### config.mk
export PLATFORM = sky130hd
export DESIGN_NAME = fu_writeback_buffer
export DESIGN_NICKNAME = d
export VERILOG_FILES = /design/src/rtl/fu_writeback_buffer.sv
export SDC_FILE = /design/constraint.sdc
export NUM_CORES = 1
export LEC_CHECK = 0
export ABC_AREA = 1
export ABC_CLOCK_PERIOD_IN_PS = 9800
export CELL_PAD_IN_SITES_DETAIL_PLACEMENT = 1
export CELL_PAD_IN_SITES_GLOBAL_PLACEMENT = 2
export CORE_AREA = 5 5 168 170
export CTS_CLUSTER_DIAMETER = 80
export DETAILED_ROUTE_END_ITERATION = 8
export DIE_AREA = 0 0 173 175
export PLACE_DENSITY = 0.86
export SLEW_MARGIN = 0
export SYNTH_ARGS = -nofsm -noshare
export SYNTH_HDL_FRONTEND = slang
export SYNTH_SLANG_ARGS = --single-unit
### constraint.sdc
create_clock -name clk -period 9.8 [get_ports clk]
set_input_delay 2.45 -clock clk [delete_from_list [all_inputs] [get_ports clk]]
set_output_delay 2.45 -clock clk [all_outputs]
set_load 0.1 [all_outputs]
### src/rtl/fu_writeback_buffer.sv
// fu_writeback_buffer
// Result-side buffer for a fixed-latency, non-stallable FP functional unit.
// Every result the unit emits is pushed into a small circular FIFO and drained
// to the writeback/ROB port under a valid/ready handshake. An issue-side credit
// counter (ops issued but not yet returned) throttles dispatch through busy_o
// so the FIFO cannot overflow, since the unit itself cannot be stalled.
//
// Ports
//   clk, rst        : clock, asynchronous active-high reset
//   issue_valid_i   : op dispatched to the FU this cycle
//   busy_o          : dispatch must hold off (queued + in-flight >= DEPTH)
//   fu_*_i          : result from the FU (valid, dest, ticket, data, exc, cause)
//   wb_valid_o/_ready_i : head-of-queue handshake to writeback
//   wb_*_o          : head entry fields
//   count_o         : FIFO occupancy
//   err_o           : sticky protocol-violation flag (cleared only by rst)
module fu_writeback_buffer #(
  parameter int DATA_W   = 32,
  parameter int DEST_W   = 6,
  parameter int TICKET_W = 4,
  parameter int CAUSE_W  = 4,
  parameter int DEPTH    = 4
) (
  input  logic                       clk,
  input  logic                       rst,
  input  logic                       issue_valid_i,
  output logic                       busy_o,
  input  logic                       fu_valid_i,
  input  logic [DEST_W-1:0]          fu_dest_i,
  input  logic [TICKET_W-1:0]        fu_ticket_i,
  input  logic [DATA_W-1:0]          fu_data_i,
  input  logic                       fu_exc_i,
  input  logic [CAUSE_W-1:0]         fu_cause_i,
  output logic                       wb_valid_o,
  input  logic                       wb_ready_i,
  output logic [DEST_W-1:0]          wb_dest_o,
  output logic [TICKET_W-1:0]        wb_ticket_o,
  output logic [DATA_W-1:0]          wb_data_o,
  output logic                       wb_exc_o,
  output logic [CAUSE_W-1:0]         wb_cause_o,
  output logic [$clog2(DEPTH+1)-1:0] count_o,
  output logic                       err_o
);

  localparam int PTR_W = $clog2(DEPTH);
  localparam int CNT_W = $clog2(DEPTH+1);

  typedef struct packed {
    logic [DEST_W-1:0]   dest;
    logic [TICKET_W-1:0] ticket;
    logic [DATA_W-1:0]   data;
    logic                exc;
    logic [CAUSE_W-1:0]  cause;
  } entry_t;

  entry_t             mem_q [DEPTH];
  entry_t             fu_entry;
  entry_t             head;
  logic [PTR_W-1:0]   wr_ptr_q, wr_ptr_d;
  logic [PTR_W-1:0]   rd_ptr_q, rd_ptr_d;
  logic [CNT_W-1:0]   count_q, count_d;
  logic [CNT_W-1:0]   inflight_q, inflight_d;
  logic               err_q, err_d;
  logic [CNT_W:0]     credit_sum;
  logic               full, push, pop;
  logic               overflow, underflow, issue_viol;

  assign fu_entry = '{dest: fu_dest_i, ticket: fu_ticket_i, data: fu_data_i,
                      exc: fu_exc_i, cause: fu_cause_i};

  // Credits count both queued and in-flight results; summed one bit wider so
  // the comparison cannot wrap.
  assign credit_sum = {1'b0, count_q} + {1'b0, inflight_q};
  assign busy_o     = (credit_sum >= (CNT_W+1)'(DEPTH));

  assign full       = (count_q == CNT_W'(DEPTH));
  assign wb_valid_o = (count_q != '0);
  assign pop        = wb_valid_o && wb_ready_i;
  // A result arriving while full is dropped; pointers and count stay put.
  assign push       = fu_valid_i && !full;
  assign overflow   = fu_valid_i && full;
  assign underflow  = fu_valid_i && (inflight_q == '0);
  assign issue_viol = issue_valid_i && busy_o;

  // NOTE: every variable driven here gets a default first so no latch is inferred.
  always_comb begin
    wr_ptr_d   = wr_ptr_q;
    rd_ptr_d   = rd_ptr_q;
    count_d    = count_q;
    inflight_d = inflight_q;
    err_d      = err_q | overflow | underflow | issue_viol;

    if (push) wr_ptr_d = wr_ptr_q + PTR_W'(1);
    if (pop)  rd_ptr_d = rd_ptr_q + PTR_W'(1);

    case ({push, pop})
      2'b10:   count_d = count_q + CNT_W'(1);
      2'b01:   count_d = count_q - CNT_W'(1);
      default: count_d = count_q;
    endcase

    // Issue and return in the same cycle cancel; otherwise saturate at both ends.
    case ({issue_valid_i, fu_valid_i})
      2'b10: if (inflight_q != CNT_W'(DEPTH)) inflight_d = inflight_q + CNT_W'(1);
      2'b01: if (inflight_q != '0)            inflight_d = inflight_q - CNT_W'(1);
      default: inflight_d = inflight_q;
    endcase
  end

  // NOTE: sequential state uses non-blocking assignments so every register
  // samples the pre-edge values regardless of statement order.
  always_ff @(posedge clk or posedge rst) begin
    if (rst) begin
      wr_ptr_q   <= '0;
      rd_ptr_q   <= '0;
      count_q    <= '0;
      inflight_q <= '0;
      err_q      <= 1'b0;
    end else begin
      wr_ptr_q   <= wr_ptr_d;
      rd_ptr_q   <= rd_ptr_d;
      count_q    <= count_d;
      inflight_q <= inflight_d;
      err_q      <= err_d;
    end
  end

  // NOTE: the storage array is reset so the payload outputs read zero after
  // reset instead of stale or unknown data; this costs a reset net per flop.
  always_ff @(posedge clk or posedge rst) begin
    if (rst) begin
      for (int i = 0; i < DEPTH; i++) mem_q[i] <= '0;
    end else if (push) begin
      mem_q[wr_ptr_q] <= fu_entry;
    end
  end

  // Head fields come straight from storage: a push writes a different slot
  // (or lands behind an empty queue), so it never disturbs the presented head.
  assign head        = mem_q[rd_ptr_q];
  assign wb_dest_o   = head.dest;
  assign wb_ticket_o = head.ticket;
  assign wb_data_o   = head.data;
  assign wb_exc_o    = head.exc;
  assign wb_cause_o  = head.cause;
  assign count_o     = count_q;
  assign err_o       = err_q;

endmodule

==> results.md, run 1 <==
- Core ar.: 26600 um2
- Worst-skew pair later-pin latency: ~0.43 ns
- Vias in the first global route: 7495
- Post-route DRC: 0
- Die span in y: 175 um
- Initial core utilization: 33.6%
- Synth warn: 0
- Initial antenna violation count: 0
- CP Launch Type: flip-flop
- FMAX: 0.161 GHz
- Kind of critical path: reg -> out
- Synth Register Bits: 199
- CP Data Arrival Time: 3.78 ns
- Syn_nets: 1069
- Iter 0 DRT Violations: 444
- Site Rows: 60
- Max Cap Violations: 0
- CTS Root Cell: clkbuf_16
- Io pins: roughly 110
- HP Class: reg -> reg
- Outcome: complete, no violations
- Final hold violation count: 0
- Final period util: 63.5%
- GP Congestion: 0.711
- Largest net degree at the start of global routing: 126
- CP Max Fanout: 49
- CP required: 7.35 ns
- Inserted Clock Buffers: 17
- CTS Hold Bufs: 0
- First-pass GRT wire length: 39.4 mm
- Worst-path clk slew: 0.08 ns
- Tot GR Track Use: 15.7%
- CTS H-Tree Depth: 4
- Post-Syn Area: 8920 um2
- DR pass1 iterations: 4
- Fill count: 3151
- Port bufs: 104
- Worst-Margin Slew: 1.09 ns
- CTS tree: built
- Post-synthesis cell count: 1006
- Area leader, netlist: dfrtp_1
- Final wirelength: about 23 mm
- Final antenna diode count: 0
- Share of layout cells above drive strength 1: 5.30%
- # nets final: between 1000 and 1500
- Chip width: 173 um
- Total vias in the final route: approximately 7000
- Top-area cell type share of the netlist area: between 50% and 60%
- Detailed placement HPWL: 13.6 mm
- Syn_area_per_cell: 8.87 um2
- Post-CTS setup buffers: 0
- Max_slew headroom: between 20% and 30%
- Fin Clk Skew: 0.0125 ns
- Post-synth cell types: 25
- Max-slew violation count: 0
- CTS resizes: 0
- Area growth, synth to finish: 18.6%
- Largest cells by area after synthesis: dfrtp_1 56%, o21ai_0 11%, nand2_1 8.9%, o21ai_1 4.2%, nor2_1 4.0%
- Clk buf depth: 2
- Post-route ant nets: 0
- RSZ-0062 raised after global routing: no
- Vias per cell: 4.95
- Post-synthesis sequential area ratio: 55.8%
- Sink Count: 199
- Die area: 30300 um2
- Tmin final: 6.23 ns
- Fin Setup TNS: 0 ns
- GRT Residual Overflow: 0
- Drt wl/cell: 16.2 um
- Setup-failing EPs final: 0
- Crit end category: output port
worst max-delay path, stage by stage, from the launching register on:
cell             delay (ns)
dfrtp_2                0.75
inv_2                  0.85
o21ai_0                0.20
o22ai_1                0.31
clkdlybuf4s50_1        1.21
kinds of logic after synthesis:
family          share of synthesized area [%]
compound gates                           19.8
xor+xnor                                0.393
fa+ha+maj                                1.71
buf+inv                                  8.23
flops                                    55.8
simple gates                             14.0
cell usage in the layout (no fill, tap or decap), drive strengths merged:
cell type      count
o22ai             47
buf                4
clkinv             5
inv               76
nand3             11
nand2            211
clkbuf            17
or2                1
ha                 9
clkinvlp           1
xnor2              1
o21ai            285
fa                 2
dfrtp            199
clkdlybuf4s50    104
xor2               3
a21oi              3
nor2              96
nor3               1
final cells by class:
class / count / area [um2] / area share, %
flip-flops and latches: 199 / 4980 / 47.1
inverters: 67 / 260 / 2.46
multi-input cells: 670 / 3240 / 30.6
repair buffers: 108 / 1070 / 10.1
clock buffers: 17 / 425 / 4.02
well taps: 341 / 427 / 4.03
clock inverters: 15 / 173 / 1.63
path summary, 6_finish.rpt:
path                                     endpoint  cells after the start  slack, ns                    start
max                                  wb_dest_o[4]                      4       3.57  rd_ptr_q[1]$_DFFE_PP0P_
min                               err_o$_DFF_PP0_                      2       0.48          err_o$_DFF_PP0_
max reg2reg                 mem_q[40]$_DFFE_PP0P_                      4       7.49   count_o[1]$_DFFE_PP0P_
min reg2reg                       err_o$_DFF_PP0_                      2       0.48          err_o$_DFF_PP0_
max in group asynchronous  mem_q[168]$_DFFE_PP0P_                      3       5.63                      rst
min in group asynchronous   mem_q[31]$_DFFE_PP0P_                      2       2.58                      rst
registers in the layout, summed over array words and instances (netlist names):
register / count
mem_q: 188
count_o: 3
inflight_q: 3
rd_ptr_q: 2
wr_ptr_q: 2
err_o: 1
synth_stat cells:
| cell | n |
|---|---|
| buf_2 | 15 |
| nor3_1 | 1 |
| buf_1 | 1 |
| a21oi_1 | 3 |
| buf_4 | 3 |
| ha_1 | 9 |
| buf_6 | 25 |
| nand2_1 | 211 |
| clkbuf_2 | 2 |
| inv_1 | 66 |
| o21ai_2 | 9 |
| or2_2 | 1 |
| nand3_4 | 1 |
| clkbuf_1 | 24 |
| o22ai_1 | 47 |
| o21ai_0 | 202 |
| inv_2 | 1 |
| nand3_2 | 4 |
| nand3_1 | 6 |
| xor2_1 | 3 |
| fa_1 | 2 |
| nor2_1 | 96 |
| xnor2_1 | 1 |
| dfrtp_1 | 199 |
| o21ai_1 | 74 |
per-layer routing:
metal | vias to the layer above | routed length (um) | share of wire (%) | global-route usage (%)
met5 | - | 0 | 0 | 0
met4 | 0 | 282 | 1.2 | 3.86
met3 | 20 | 972 | 4.2 | 3.38
met2 | 117 | 10800 | 47 | 26.3
met1 | 3428 | 10900 | 48 | 21.0
li1 | 3443 | - | - | -
per-stage QoR:
step,setup slack [ns],cells,cell area (um2),util (%),hold WS [ns]
final,3.57,1417,10600,39.8,0.477
after global routing,3.36,1417,10600,39.8,0.502
after CTS,3.52,1417,10600,39.8,0.487
after detailed placement,4.00,1385,9980,37.6,0.469
after global placement,4.04,1385,9980,37.6,0.460
after floorplan,1.92,1006,8920,-,0.448
Power of run 1 is left out: the tool's default activity adds up to more than one toggle a clock period on the data nets, which glitch-free logic cannot reach.
==> run 2: changes to the inputs <==
--- a/config.mk
+++ b/config.mk
@@ -6,14 +6,14 @@
 export NUM_CORES = 1
 export LEC_CHECK = 0
 export ABC_AREA = 1
-export ABC_CLOCK_PERIOD_IN_PS = 9800
+export ABC_CLOCK_PERIOD_IN_PS = 5110
 export CELL_PAD_IN_SITES_DETAIL_PLACEMENT = 1
 export CELL_PAD_IN_SITES_GLOBAL_PLACEMENT = 2
-export CORE_AREA = 5 5 168 170
+export CORE_AREA = 5 5 176 178
 export CTS_CLUSTER_DIAMETER = 80
 export DETAILED_ROUTE_END_ITERATION = 8
-export DIE_AREA = 0 0 173 175
-export PLACE_DENSITY = 0.86
+export DIE_AREA = 0 0 181 183
+export PLACE_DENSITY = 0.83
 export SLEW_MARGIN = 0
 export SYNTH_ARGS = -nofsm -noshare
 export SYNTH_HDL_FRONTEND = slang
==> constraint.sdc (replaced) <==
create_clock -name clk -period 5.11 [get_ports clk]
set_input_delay 1.2775 -clock clk [delete_from_list [all_inputs] [get_ports clk]]
set_output_delay 1.2775 -clock clk [all_outputs]
set_load 0.1 [all_outputs]
==> run 2 against run 1 <==
Sequential cell count is the same. Highest routed layer unchanged. Die area rose by 9.4%. Critical endpoint is now wb_dest_o[3]. Critical path depth is the same.
==> results.md, run 2 (same netlist as run 1, synthesis figures left out) <==
- Inserted Clock Buffers: 17
- Io pins: 105
- Crit end category: output port
- Area growth, synth to finish: 19.1%
- GP Congestion: 0.716
- Site Rows: 63
- Most frequent cells in the layout: 211 x nand2_1, 202 x o21ai_0, 197 x dfrtp_1, 96 x nor2_1, 74 x o21ai_1
- Worst-path clk slew: around 0.08 ns
- RSZ-0062 raised after global routing: no
- Kind of critical path: reg -> out
- DR pass1 iterations: 4
- Tmin final: 3.93 ns
- CTS resizes: 0
- Final non-filler cell total: around 1500
- Die area: 33100 um2
- Post-CTS setup buffers: 0
- CP Launch Type: flip-flop
- CTS Root Cell: clkbuf_16
- CTS H-Tree Depth: 4
- Final period util: 76.8%
- Worst-Margin Slew: 0.992 ns
- Initial core utilization: 30.5%
- HP Class: reg -> reg
- Max Cap Violations: 0
- Register area: 4980 um2
- Met2 usage: 25.4%
- Max_slew headroom: 33.7%
- GRT Residual Overflow: 0
- GR peak layer: met2
- # nets final: 1133
- Number of flip-flops in the largest register: 188
- Vias per cell: roughly 4.7
- Met3 Resource Use GR: between 2 and 3%
- Sink Count: 199
- CP required: 3.83 ns
- Grt met1 use: 19.4%
- Share of layout cells above drive strength 1: around a tenth
- Largest register by flop count: mem_q
- Port bufs: 104
- CP Max Fanout: 49
- Final antenna diode count: 0
- Multi-input logic area: roughly 3200 um2
- Outcome: complete, no violations
- Die span in y: 183 um
- Detailed placement HPWL: 14.9 mm
- First-pass GRT wire length: 39.7 mm
- Final wirelength: 24.1 mm
- Initial antenna violation count: 0
- Clk buf depth: 2
- Drt wl/cell: 16.4 um
- Worst-skew pair later-pin latency: 0.43 ns
- Tot GR Track Use: 14.7%
- Total vias in the final route: 6988
- Fill count: 3419
- Chip width: 181 um
- CP Data Arrival Time: ~2.7 ns
- Final hold violation count: 0
- Inst Count DP: 1441
- Largest net degree at the start of global routing: 81
- CTS tree: built
- Iter 0 DRT Violations: 280
- Vias in the first global route: 7415
- Post-route DRC: 0
- Fin Clk Skew: 0.0148 ns
- Post-route ant nets: 0
- CTS Hold Bufs: 0
- Setup-failing EPs final: 0
- Commonest non-fill, non-tap cell in the layout: nand2_1
- Fin Setup TNS: 0 ns
- FMAX: 0.255 GHz
- Core ar.: 29200 um2
- Max-slew violation count: 0
==> run 2: cell count changes in the layout (fill, tap and decap cells not counted), sizes merged <==
cell           previous run  this run
buf                       4        58
clkdlybuf4s50           104        57
clkinv                    5         6
inv                      76        75
==> run 2: area by class of cell <==
| class | instances | share of cell area [%] |
|---|---|---|
| timing repair buffer | 115 | 9.82 |
| clock buffer | 17 | 4.00 |
| inverter | 67 | 2.41 |
| clock inverter | 15 | 1.78 |
| sequential | 199 | 46.9 |
| tap | 390 | 4.59 |
| multi-input combinational | 670 | 30.5 |
==> run 2: worst paths after layout <==
path | start | to | slack [ns] | depth (start not counted)
min in group asynchronous | rst | mem_q[32]$_DFFE_PP0P_ | 1.23 | 2
max in group asynchronous | rst | mem_q[98]$_DFFE_PP0P_ | 3.10 | 3
worst min-delay path | err_o$_DFF_PP0_ | err_o$_DFF_PP0_ | 0.47 | 2
worst max-delay path | rd_ptr_q[0]$_DFFE_PP0P_ | wb_dest_o[3] | 1.18 | 4
worst min register to register | err_o$_DFF_PP0_ | err_o$_DFF_PP0_ | 0.47 | 2
worst max register to register | count_o[1]$_DFFE_PP0P_ | count_o[2]$_DFFE_PP0P_ | 2.87 | 9
==> run 2: routing by layer <==
| metal | wire length, um | part of all wire (%) | vias up |
|---|---|---|---|
| li1 | - | - | 3457 |
| met1 | 11600 | 48 | 3440 |
| met2 | 11700 | 49 | 84 |
| met3 | 681 | 2.8 | 7 |
| met4 | 121 | 0.50 | 0 |
| met5 | 0 | 0 | - |
==> run 2: worst max-delay path: stages (launching register included) <==
cell and delay, ns:
dfrtp_4 0.77, buf_4 0.56, o21ai_0 0.17, o22ai_1 0.34, buf_4 0.36
==> run 2: metrics by stage <==
step / setup WS (ns) / util [%] / hold slack (ns) / instance area (um2)
2_1_floorplan: 1.26 / - / 0.448 / 8930
3_3_place_gp: 1.54 / 34.2 / 0.447 / 10000
3_5_place_dp: 1.47 / 34.2 / 0.452 / 10000
4_1_cts: 1.09 / 36.3 / 0.471 / 10600
5_1_grt: 0.985 / 36.3 / 0.498 / 10600
6_report: 1.18 / 36.3 / 0.471 / 10600
Power of run 2 is left out for the same reason.
